[src/rtl/matmul_pkg.sv]
// matmul_pkg: shared types and sizing helpers for the matmul engine.
//   state_t   : controller state encoding
//   dim_width : width of a dimension field able to hold 0..max_dim
//   acc_width : accumulator width that cannot overflow for a max_dim-long dot product
package matmul_pkg;

  typedef enum logic [2:0] {
    ST_IDLE,
    ST_CHECK,
    ST_RD,
    ST_DRAIN,
    ST_WR,
    ST_DONE
  } state_t;

  function automatic int dim_width(input int max_dim);
    return $clog2(max_dim + 1);
  endfunction

  function automatic int acc_width(input int data_width, input int max_dim);
    return 2 * data_width + $clog2(max_dim);
  endfunction

endpackage

[src/rtl/matmul_mac.sv]
// matmul_mac: signed multiply-accumulate with clear/enable and result
// formatting for the Z write port.
//   clock, reset : rising-edge clock, asynchronous active-high reset
//   acc_clr      : zero the accumulator (wins over acc_en)
//   acc_en       : add a*b to the accumulator
//   a, b         : signed operands straight from the X/Y BRAMs
//   wr_en        : a Z element is being written this cycle (result in use)
//   sat_clr      : clear the sticky saturation flag (new run accepted)
//   result       : accumulator formatted to DATA_WIDTH
//   sat_flag     : sticky, set when a written result had to be clipped
// Build option MATMUL_SAT_EN: clamp result to the DATA_WIDTH signed range;
// without it the result is the low DATA_WIDTH bits and sat_flag stays 0.
module matmul_mac
  import matmul_pkg::*;
#(
  parameter int DATA_WIDTH = 32,
  parameter int ACC_WIDTH  = 70
) (
  input  logic                  clock,
  input  logic                  reset,
  input  logic                  acc_clr,
  input  logic                  acc_en,
  input  logic [DATA_WIDTH-1:0] a,
  input  logic [DATA_WIDTH-1:0] b,
  input  logic                  wr_en,
  input  logic                  sat_clr,
  output logic [DATA_WIDTH-1:0] result,
  output logic                  sat_flag
);

  localparam int PW = 2 * DATA_WIDTH;

  logic signed [PW-1:0]        a_ext;
  logic signed [PW-1:0]        b_ext;
  logic signed [PW-1:0]        prod;
  logic signed [ACC_WIDTH-1:0] prod_ext;
  logic signed [ACC_WIDTH-1:0] acc_q, acc_d;
  logic                        sat_q, sat_d;
  logic                        sat_hit;

  // Operands widened first so the full-width product is exact.
  assign a_ext    = {{DATA_WIDTH{a[DATA_WIDTH-1]}}, a};
  assign b_ext    = {{DATA_WIDTH{b[DATA_WIDTH-1]}}, b};
  assign prod     = a_ext * b_ext;
  assign prod_ext = {{(ACC_WIDTH-PW){prod[PW-1]}}, prod};

  always_comb begin
    acc_d = acc_q;
    if (acc_clr) begin
      acc_d = '0;
    end else if (acc_en) begin
      acc_d = acc_q + prod_ext;
    end
  end

`ifdef MATMUL_SAT_EN
  localparam logic signed [ACC_WIDTH-1:0] MAX_V =
    {{(ACC_WIDTH-DATA_WIDTH+1){1'b0}}, {(DATA_WIDTH-1){1'b1}}};
  localparam logic signed [ACC_WIDTH-1:0] MIN_V =
    {{(ACC_WIDTH-DATA_WIDTH+1){1'b1}}, {(DATA_WIDTH-1){1'b0}}};

  always_comb begin
    result  = acc_q[DATA_WIDTH-1:0];
    sat_hit = 1'b0;
    if (acc_q > MAX_V) begin
      result  = MAX_V[DATA_WIDTH-1:0];
      sat_hit = 1'b1;
    end else if (acc_q < MIN_V) begin
      result  = MIN_V[DATA_WIDTH-1:0];
      sat_hit = 1'b1;
    end
  end
`else
  assign result  = acc_q[DATA_WIDTH-1:0];
  assign sat_hit = 1'b0;
`endif

  // Only clips that actually reach the Z port count.
  always_comb begin
    sat_d = sat_q;
    if (sat_clr) begin
      sat_d = 1'b0;
    end else if (wr_en && sat_hit) begin
      sat_d = 1'b1;
    end
  end

  always_ff @(posedge clock or posedge reset) begin
    if (reset) begin
      acc_q <= '0;
      sat_q <= 1'b0;
    end else begin
      acc_q <= acc_d;
      sat_q <= sat_d;
    end
  end

  assign sat_flag = sat_q;

endmodule

[src/rtl/matmul_engine.sv]
// matmul_engine: runtime-dimensioned signed matrix multiply Z = X * Y
// (row-major) between 1-cycle-latency X/Y read BRAMs and a Z write port.
//   clock, reset          : rising-edge clock, asynchronous active-high reset
//   start, cfg_m/k/n      : run request and dimensions, sampled in IDLE only
//   busy, done, err       : status; done is a 1-cycle pulse, err valid with it
//   sat_flag              : sticky per run, a Z element was clipped
//   x_addr/x_dout, y_addr/y_dout : BRAM read ports (data one cycle after addr)
//   z_addr, z_din, z_wr_en       : Z write port
// Build option MATMUL_SAT_EN (in matmul_mac): saturating Z results.
module matmul_engine
  import matmul_pkg::*;
#(
  parameter int DATA_WIDTH = 32,
  parameter int ADDR_WIDTH = 12,
  parameter int MAX_DIM    = 64
) (
  input  logic                          clock,
  input  logic                          reset,
  input  logic                          start,
  input  logic [dim_width(MAX_DIM)-1:0] cfg_m,
  input  logic [dim_width(MAX_DIM)-1:0] cfg_k,
  input  logic [dim_width(MAX_DIM)-1:0] cfg_n,
  output logic                          busy,
  output logic                          done,
  output logic                          err,
  output logic                          sat_flag,
  output logic [ADDR_WIDTH-1:0]         x_addr,
  input  logic [DATA_WIDTH-1:0]         x_dout,
  output logic [ADDR_WIDTH-1:0]         y_addr,
  input  logic [DATA_WIDTH-1:0]         y_dout,
  output logic [ADDR_WIDTH-1:0]         z_addr,
  output logic [DATA_WIDTH-1:0]         z_din,
  output logic                          z_wr_en
);

  localparam int DIM_W = dim_width(MAX_DIM);
  localparam int ACC_W = acc_width(DATA_WIDTH, MAX_DIM);
  localparam int DM = 0;
  localparam int DK = 1;
  localparam int DN = 2;
  localparam logic [DIM_W-1:0]      DIM_ONE  = DIM_W'(1);
  localparam logic [DIM_W-1:0]      DIM_MAX  = DIM_W'(MAX_DIM);
  localparam logic [ADDR_WIDTH-1:0] ADDR_ONE = ADDR_WIDTH'(1);

  if (MAX_DIM * MAX_DIM > 2 ** ADDR_WIDTH) begin : g_addr_too_narrow
    $error("matmul_engine: ADDR_WIDTH too small for MAX_DIM*MAX_DIM elements");
  end

  state_t                       state_q, state_d;
  logic [2:0][DIM_W-1:0]        dim_q, dim_d;
  logic [DIM_W-1:0]             i_q, i_d, j_q, j_d, kk_q, kk_d;
  logic [ADDR_WIDTH-1:0]        x_addr_q, x_addr_d;
  logic [ADDR_WIDTH-1:0]        y_addr_q, y_addr_d;
  logic [ADDR_WIDTH-1:0]        z_addr_q, z_addr_d;
  logic [ADDR_WIDTH-1:0]        x_row_q, x_row_d;   // i*K, start of row i of X
  logic                         err_q, err_d;
  logic                         rd_dly_q, rd_dly_d; // BRAM data valid this cycle
  logic                         acc_clr;
  logic                         sat_clr;
  logic [2:0]                   dim_bad;

  genvar gi;
  for (gi = 0; gi < 3; gi++) begin : g_dim_check
    assign dim_bad[gi] = (dim_q[gi] == '0) || (dim_q[gi] > DIM_MAX);
  end

  always_comb begin
    state_d  = state_q;
    dim_d    = dim_q;
    i_d      = i_q;
    j_d      = j_q;
    kk_d     = kk_q;
    x_addr_d = x_addr_q;
    y_addr_d = y_addr_q;
    z_addr_d = z_addr_q;
    x_row_d  = x_row_q;
    err_d    = err_q;
    rd_dly_d = (state_q == ST_RD);
    acc_clr  = 1'b0;
    sat_clr  = 1'b0;

    case (state_q)
      ST_IDLE: begin
        if (start) begin
          dim_d[DM] = cfg_m;
          dim_d[DK] = cfg_k;
          dim_d[DN] = cfg_n;
          err_d     = 1'b0;
          sat_clr   = 1'b1;
          state_d   = ST_CHECK;
        end
      end

      ST_CHECK: begin
        if (|dim_bad) begin
          err_d   = 1'b1;
          state_d = ST_DONE;
        end else begin
          acc_clr  = 1'b1;
          i_d      = '0;
          j_d      = '0;
          kk_d     = '0;
          x_addr_d = '0;
          y_addr_d = '0;
          z_addr_d = '0;
          x_row_d  = '0;
          state_d  = ST_RD;
        end
      end

      // Walk X along the row (+1) and Y down the column (+N).
      ST_RD: begin
        if (kk_q == dim_q[DK] - DIM_ONE) begin
          kk_d    = '0;
          state_d = ST_DRAIN;
        end else begin
          kk_d     = kk_q + DIM_ONE;
          x_addr_d = x_addr_q + ADDR_ONE;
          y_addr_d = y_addr_q + ADDR_WIDTH'(dim_q[DN]);
        end
      end

      ST_DRAIN: begin
        state_d = ST_WR;
      end

      // Write Z, then set up read pointers for the next element.
      ST_WR: begin
        acc_clr  = 1'b1;
        z_addr_d = z_addr_q + ADDR_ONE;
        if (j_q == dim_q[DN] - DIM_ONE) begin
          j_d = '0;
          if (i_q == dim_q[DM] - DIM_ONE) begin
            state_d = ST_DONE;
          end else begin
            i_d      = i_q + DIM_ONE;
            x_row_d  = x_row_q + ADDR_WIDTH'(dim_q[DK]);
            x_addr_d = x_row_q + ADDR_WIDTH'(dim_q[DK]);
            y_addr_d = '0;
            state_d  = ST_RD;
          end
        end else begin
          j_d      = j_q + DIM_ONE;
          x_addr_d = x_row_q;
          y_addr_d = ADDR_WIDTH'(j_q) + ADDR_ONE;
          state_d  = ST_RD;
        end
      end

      ST_DONE: begin
        state_d = ST_IDLE;
      end

      default: begin
        state_d = ST_IDLE;
      end
    endcase
  end

  always_ff @(posedge clock or posedge reset) begin
    if (reset) begin
      state_q  <= ST_IDLE;
      dim_q    <= '0;
      i_q      <= '0;
      j_q      <= '0;
      kk_q     <= '0;
      x_addr_q <= '0;
      y_addr_q <= '0;
      z_addr_q <= '0;
      x_row_q  <= '0;
      err_q    <= 1'b0;
      rd_dly_q <= 1'b0;
    end else begin
      state_q  <= state_d;
      dim_q    <= dim_d;
      i_q      <= i_d;
      j_q      <= j_d;
      kk_q     <= kk_d;
      x_addr_q <= x_addr_d;
      y_addr_q <= y_addr_d;
      z_addr_q <= z_addr_d;
      x_row_q  <= x_row_d;
      err_q    <= err_d;
      rd_dly_q <= rd_dly_d;
    end
  end

  matmul_mac #(
    .DATA_WIDTH (DATA_WIDTH),
    .ACC_WIDTH  (ACC_W)
  ) u_mac (
    .clock    (clock),
    .reset    (reset),
    .acc_clr  (acc_clr),
    .acc_en   (rd_dly_q),
    .a        (x_dout),
    .b        (y_dout),
    .wr_en    (z_wr_en),
    .sat_clr  (sat_clr),
    .result   (z_din),
    .sat_flag (sat_flag)
  );

  // Decoded straight from the state flop so reset removes them at once.
  assign busy    = (state_q != ST_IDLE);
  assign done    = (state_q == ST_DONE);
  assign z_wr_en = (state_q == ST_WR);
  assign err     = err_q;
  assign x_addr  = x_addr_q;
  assign y_addr  = y_addr_q;
  assign z_addr  = z_addr_q;

endmodule

[config.mk]
export PLATFORM = sky130hd
export DESIGN_NAME = matmul_engine
export DESIGN_NICKNAME = d
export VERILOG_FILES = /design/src/rtl/matmul_pkg.sv /design/src/rtl/matmul_mac.sv /design/src/rtl/matmul_engine.sv
export SDC_FILE = /design/constraint.sdc
export NUM_CORES = 2
export LEC_CHECK = 0
export ABC_CLOCK_PERIOD_IN_PS = 7800
export BUFFER_PORTS_ARGS = -buffer_cell sky130_fd_sc_hd__buf_2
export CORE_ASPECT_RATIO = 1.75
export CORE_MARGIN = 2
export CORE_UTILIZATION = 45
export CTS_CLUSTER_DIAMETER = 30
export CTS_CLUSTER_SIZE = 12
export DETAILED_ROUTE_END_ITERATION = 8
export SYNTH_ARGS = -nofsm -noshare
export SYNTH_HDL_FRONTEND = slang
export SYNTH_SLANG_ARGS = --single-unit
export TNS_END_PERCENT = 100
[constraint.sdc]
create_clock -name clock -period 7.8 [get_ports clock]
set_input_delay 0 -clock clock [delete_from_list [all_inputs] [get_ports clock]]
set_output_delay 0 -clock clock [all_outputs]
set_load 0.02 [all_outputs]
# Word level (Yosys, flattened, before mapping)
# Cells that the tools add are included.
totals:
  reg_bits: 165
  out_inout_bits: 73
  input_bits: 88
  wordCells: 100
classes:
  reduce_logical: 21
  add_sub_neg: 12
  mul: 1
  n_eq_ne: 16
  n_lt_le_gt_ge: 3
  muxes: 33
op_table:
  columns: ["operator", "n"]
  rows:
  - ["two-way mux 70 bit", 2]
  - ["two-way mux 12 bit", 8]
  - ["one-hot mux 12 bit (3 select lines)", 2]
  - ["adder 70 x 64 -> 70 bit", 1]
  - ["multiplier 32 x 32 -> 64 bit", 1]
  - ["one-hot mux 12 bit (2 select lines)", 2]
  - ["one-hot mux 7 bit (2 select lines)", 3]
  - ["two-way mux 7 bit", 5]
  - ["adder 12 x 1 -> 12 bit (second input constant)", 2]
  - ["adder 12 x 7 -> 12 bit", 2]
  - ["adder 7 x 1 -> 7 bit (second input constant)", 3]
  - ["== test 7 bit", 3]
  - ["greater-than comparator 7 bit (second input constant)", 3]
  - ["zero test 7 bit", 3]
  - ["subtractor 7 x 1 -> 7 bit (second input constant)", 3]
  - ["two-way mux 3 bit", 5]
  - ["one-hot mux 3 bit (5 select lines)", 1]
  - ["!= test 2 bit (second input constant)", 5]
  - ["adder 7 x 1 -> 8 bit (second input constant)", 1]
  - ["AND reduction 2 bit", 4]
  - ["AND reduction 4 bit", 2]
  - ["nonzero test 2 bit", 4]
  - ["== test 3 x 2 -> 1 bit (second input constant)", 2]
  - ["== test 3 bit (second input constant)", 2]
  - ["other kinds (10)", 17]

# Depth between registers and ports, before layout
depth:
  word_depth: 6
  ltp_mapped: 27
  ltp_nobuf: 25

# Modules after synthesis
# Synthesis repeated with hierarchy kept, for this count alone.
hier_totals:
  cells_unflattened: 2674
  area_unflattened_um2: 24233.2
by_module_without_submodules:
  columns: ["mod", "area_each_um2", "n_inst", "cells_per_inst"]
  rows:
  - ["matmul_mac", 18397.6, 1, 2043]
  - ["matmul_engine", 5835.6, 1, 631]

# Least setup slack after synthesis
# No wires, ideal clock.
synth_path:
  path_kind: "input to register"
  from: "input y_dout[3]"
  to: "register u_mac.acc_q[28]"
  arrival_ns: 6.497
  path_buffers: 2
  required_ns: 7.678
  path_slack_ns: 1.181
  stages: 24
  cell_sequence: "clkbuf_1 > clkbuf_1 > and2_1 > fa_1 > fa_1 > inv_1 > fa_1 > fa_1 > fa_1 > inv_1 > ha_1 > fa_1 > inv_1 > fa_1 > inv_1 > ha_1 > and3_1 > nor2b_1 > nand3_1 > o21ai_1 > a22oi_1 > a2111oi_0 > mux2i_1 > nand2_1"
synth_between:
  elab_chain_cells: 4
synth_rtl:
  columns: ["element", "line", "source"]
  rows:
  - ["from (decl)", "matmul_engine.sv:30", "input logic [DATA_WIDTH-1:0] y_dout,"]
  - ["multiplier 32 x 32 -> 64 bit", "matmul_mac.sv:44", "assign prod = a_ext * b_ext;"]
  - ["adder 70 x 64 -> 70 bit", "matmul_mac.sv:52", "acc_d = acc_q + prod_ext;"]
  - ["two-way mux 70 bit", "matmul_mac.sv:51", "end else if (acc_en) begin"]
  - ["two-way mux 70 bit", "matmul_mac.sv:49", "if (acc_clr) begin"]
  - ["to (signal assigned)", "matmul_mac.sv:90", "acc_q <= '0;"]
  - ["to (signal assigned)", "matmul_mac.sv:93", "acc_q <= acc_d;"]
  - ["to (decl)", "matmul_mac.sv:37", "logic signed [ACC_WIDTH-1:0] acc_q, acc_d;"]
# Every way passes these cells. The select of a mux whose other input is x is not followed.
# A chain may end at the register's enable or synchronous reset.

# Worst setup path after layout
layout_path:
  from: "register u_mac.acc_q[20]"
  to: "register u_mac.acc_q[28]"
layout_between:
  elab_chain_cells: 3
layout_rtl:
  columns: ["element", "line"]
  rows:
  - ["adder 70 x 64 -> 70 bit", "matmul_mac.sv:52"]
  - ["two-way mux 70 bit", "matmul_mac.sv:51"]
  - ["two-way mux 70 bit", "matmul_mac.sv:49"]
# Every way passes these cells. The select of a mux whose other input is x is not followed.

==> run summary <==
Clk root buf -> clkbuf_16
Fillers -> 5159
GRT overflow -> 0
Post-synth EDFFs -> 0
Antenna Violating Nets Remaining -> 0
Synthesized net count -> 3393
Reg clk slew, reported paths -> 0.06 ns
Area leader, netlist -> fa_1
Mux contribution to synthesized area -> 1.963%
Die X-Extent -> 179.6 um
Sequential area share after synthesis -> 13.09%
Critical path startpoint category -> flip-flop
CTS resizes -> 0
Synth Register Bits -> 127
Most common cell after layout, fill and taps aside -> inv_1
Top post-synthesis cells by area -> fa_1 (36%), dfrtp_1 (13%), ha_1 (9.0%)
Fmax -> 140.4 MHz
Setup Buffers After CTS -> 0
Number of top-level pins -> 161
Synth Area in Compound Gates -> 6.390%
Synth top area share -> 36.28%
H-tree depth -> 4
Vias in the first global route -> 20.40k
Storage cell area -> 0.003179 mm2
Global-route wire length before repair -> 110.1 mm
Router iterations before antenna repair -> 7
DR DRC count -> 0
Worst slew pin tran -> 0.7748 ns
Input/output buffers -> 159
Post-synthesis xor/xnor area fraction -> 5.096%
Max-slew violations -> 0
Final setup fails -> 0
CP Launch Point -> u_mac.acc_q[20]$_DFFE_PP0P_
Synthesized cell area -> 0.02428 mm2
Placed cell count -> 3435
CTS buffer count -> 17
Netlist cell types -> 72
DP HPWL -> 55.50 mm
Die area -> 0.05590 mm2
Max clock buf depth -> 2
Top_reg_cell synth -> dfrtp_1
Site Rows -> 112
Final Cycle Share -> 91.34%
Final setup skew -> 0.008414 ns
Nets@finish -> 3495
Drt wl/cell -> 19.11 um
Initial Utilization -> 45.48%
Die Y -> 311.3 um
Final min period -> 7.125 ns
Critical Path Sink Type -> flip-flop
Worst path required time -> 8.11 ns
Dpl cell area -> 0.02565 mm2
Routed vias -> 18.27k
Most frequent cells in the layout -> inv_1 (561), fa_1 (440), nand2_1 (310), and2_1 (298), ha_1 (174)
CP Data Arrival Time -> 7.44 ns
Share of flip-flops with an asynchronous set or reset -> 100.0%
Total GRT Usage -> 24.89%
Multi-input gate area -> 0.01849 mm2
Number of max-cap violations -> 0
Adder-Cell Fraction of Synth Area -> 45.24%
Clk_lat worst skew -> 0.43 ns
Post-route cell area -> 0.02648 mm2
GP Congestion -> 0.8781
Largest family of logic cells by synthesized area -> adder cells
Crit Path Max Fanout -> 6
Area Growth Syn to Fin -> 9.075%
Hold Vio Cnt, Final -> 0
Setup_tns -> 0 ns
Core region area -> 0.05339 mm2
Ys Warns -> 0
CTS tree -> done
Drt initial violations -> 735
Clock Sinks -> 127
Post-Syn Area per Cell -> 9.023 um2
Initial antenna violation count -> 3
Share of cells above drive strength 1 -> 8.838%
Final std cells w/o fill -> 3492
RSZ-0062 raised after global routing -> no
Worst hold path class -> input pin to asynchronous set/reset pin
Largest net degree at the start of global routing -> 78
Status -> finished clean
Wirelength, routed -> 66.73 mm
Post-Synth Simple-Gate Area -> 17.42%
Post-Syn Instances -> 2691
Crit Path Class -> flip-flop to flip-flop
Reg2reg start -> u_mac.acc_q[20]$_DFFE_PP0P_
Slew headroom -> 48.00%
Vias/cell -> 5.232
## stage by stage
step	util, %	setup WS, ns	hold WS, ns
floorplan	-	1.181	0.1168
global placement	48.04	0.5138	0.1664
detailed placement	48.04	0.4787	0.1745
CTS	49.59	0.6787	0.2765
global route	49.60	0.2817	0.2760
finish	49.60	0.6754	0.2126
## path summary, 6_finish.rpt
check	slack, ns	depth (start not counted)	end
min	0.21	3	z_addr[10]$_DFFE_PP0P_
min reg2reg	0.49	1	z_addr[11]$_DFFE_PP0P_
max in group asynchronous	6.29	4	rd_dly_q$_DFF_PP0_
max reg2reg	0.68	21	u_mac.acc_q[28]$_DFFE_PP0P_
min in group clock	0.32	4	dim_q[14]$_DFFE_PP0P_
max	0.68	21	u_mac.acc_q[28]$_DFFE_PP0P_
## sequential cells by signal, summed over array words and instances, names as in the netlist, 3 cells and up
register     count
state_q          3
x_addr          12
dim_q           21
u_mac.acc_q     32
y_addr          12
x_row_q         12
z_addr          12
j_q              7
i_q              7
kk_q             7
## logic make-up after synthesis
logic type / count (synthesis)
simple gates: 824
fa+ha+maj: 614
buf+inv: 690
flops: 127
xor+xnor: 135
mux: 45
other cells: 1
compound gates: 255
## per-layer routing
metal	global-route usage [%]	routed length (um)
met5	0	23
met4	8.518	2224
met3	3.062	2575
met2	47.15	36600
met1	28.61	25300
## final cells by class
type	count	share of cell area, %
tap	684	3.231
clock buffer	21	1.739
timing repair buffer	210	4.668
clock inverter	11	0.5244
inverter	563	7.998
multi-input combinational	1874	69.82
antenna	2	0.01890
sequential	127	12.00
## cell usage after synthesis, drive strengths merged, types with 20 or more instances
cell type and instances:
xnor2 93, clkbuf 114, fa 440, xor2 38
nor2 83, o21ai 100, and2 299, mux2i 24
dfrtp 127, ha 174, mux2 21, a21oi 55
nand2 310, a21o 20, inv 563
## worst max-delay path: stages (launching register included)
cell and delay (ns):
dfrtp_1 0.45, fa_1 0.52, fa_1 0.50, inv_1 0.06, fa_1 0.50, fa_1 0.51, inv_1 0.06, fa_1 0.52
fa_1 0.44, fa_1 0.55, inv_1 0.06, fa_1 0.54, inv_1 0.05, ha_1 0.34, nand3_1 0.23, nor2b_1 0.21
nand3_1 0.09, o21ai_1 0.31, a22oi_1 0.23, a2111oi_0 0.54, mux2i_1 0.25, nand2_1 0.06
## repair_timing
item | in CTS | in global routing
endpoints found under the setup margin | 0 | 0
endpoints found under the hold margin | 99 | 0
hold buffers | 23 | 0
Power is left out: the tool's default activity adds up to more than one toggle a clock period on the data nets, which glitch-free logic cannot reach.
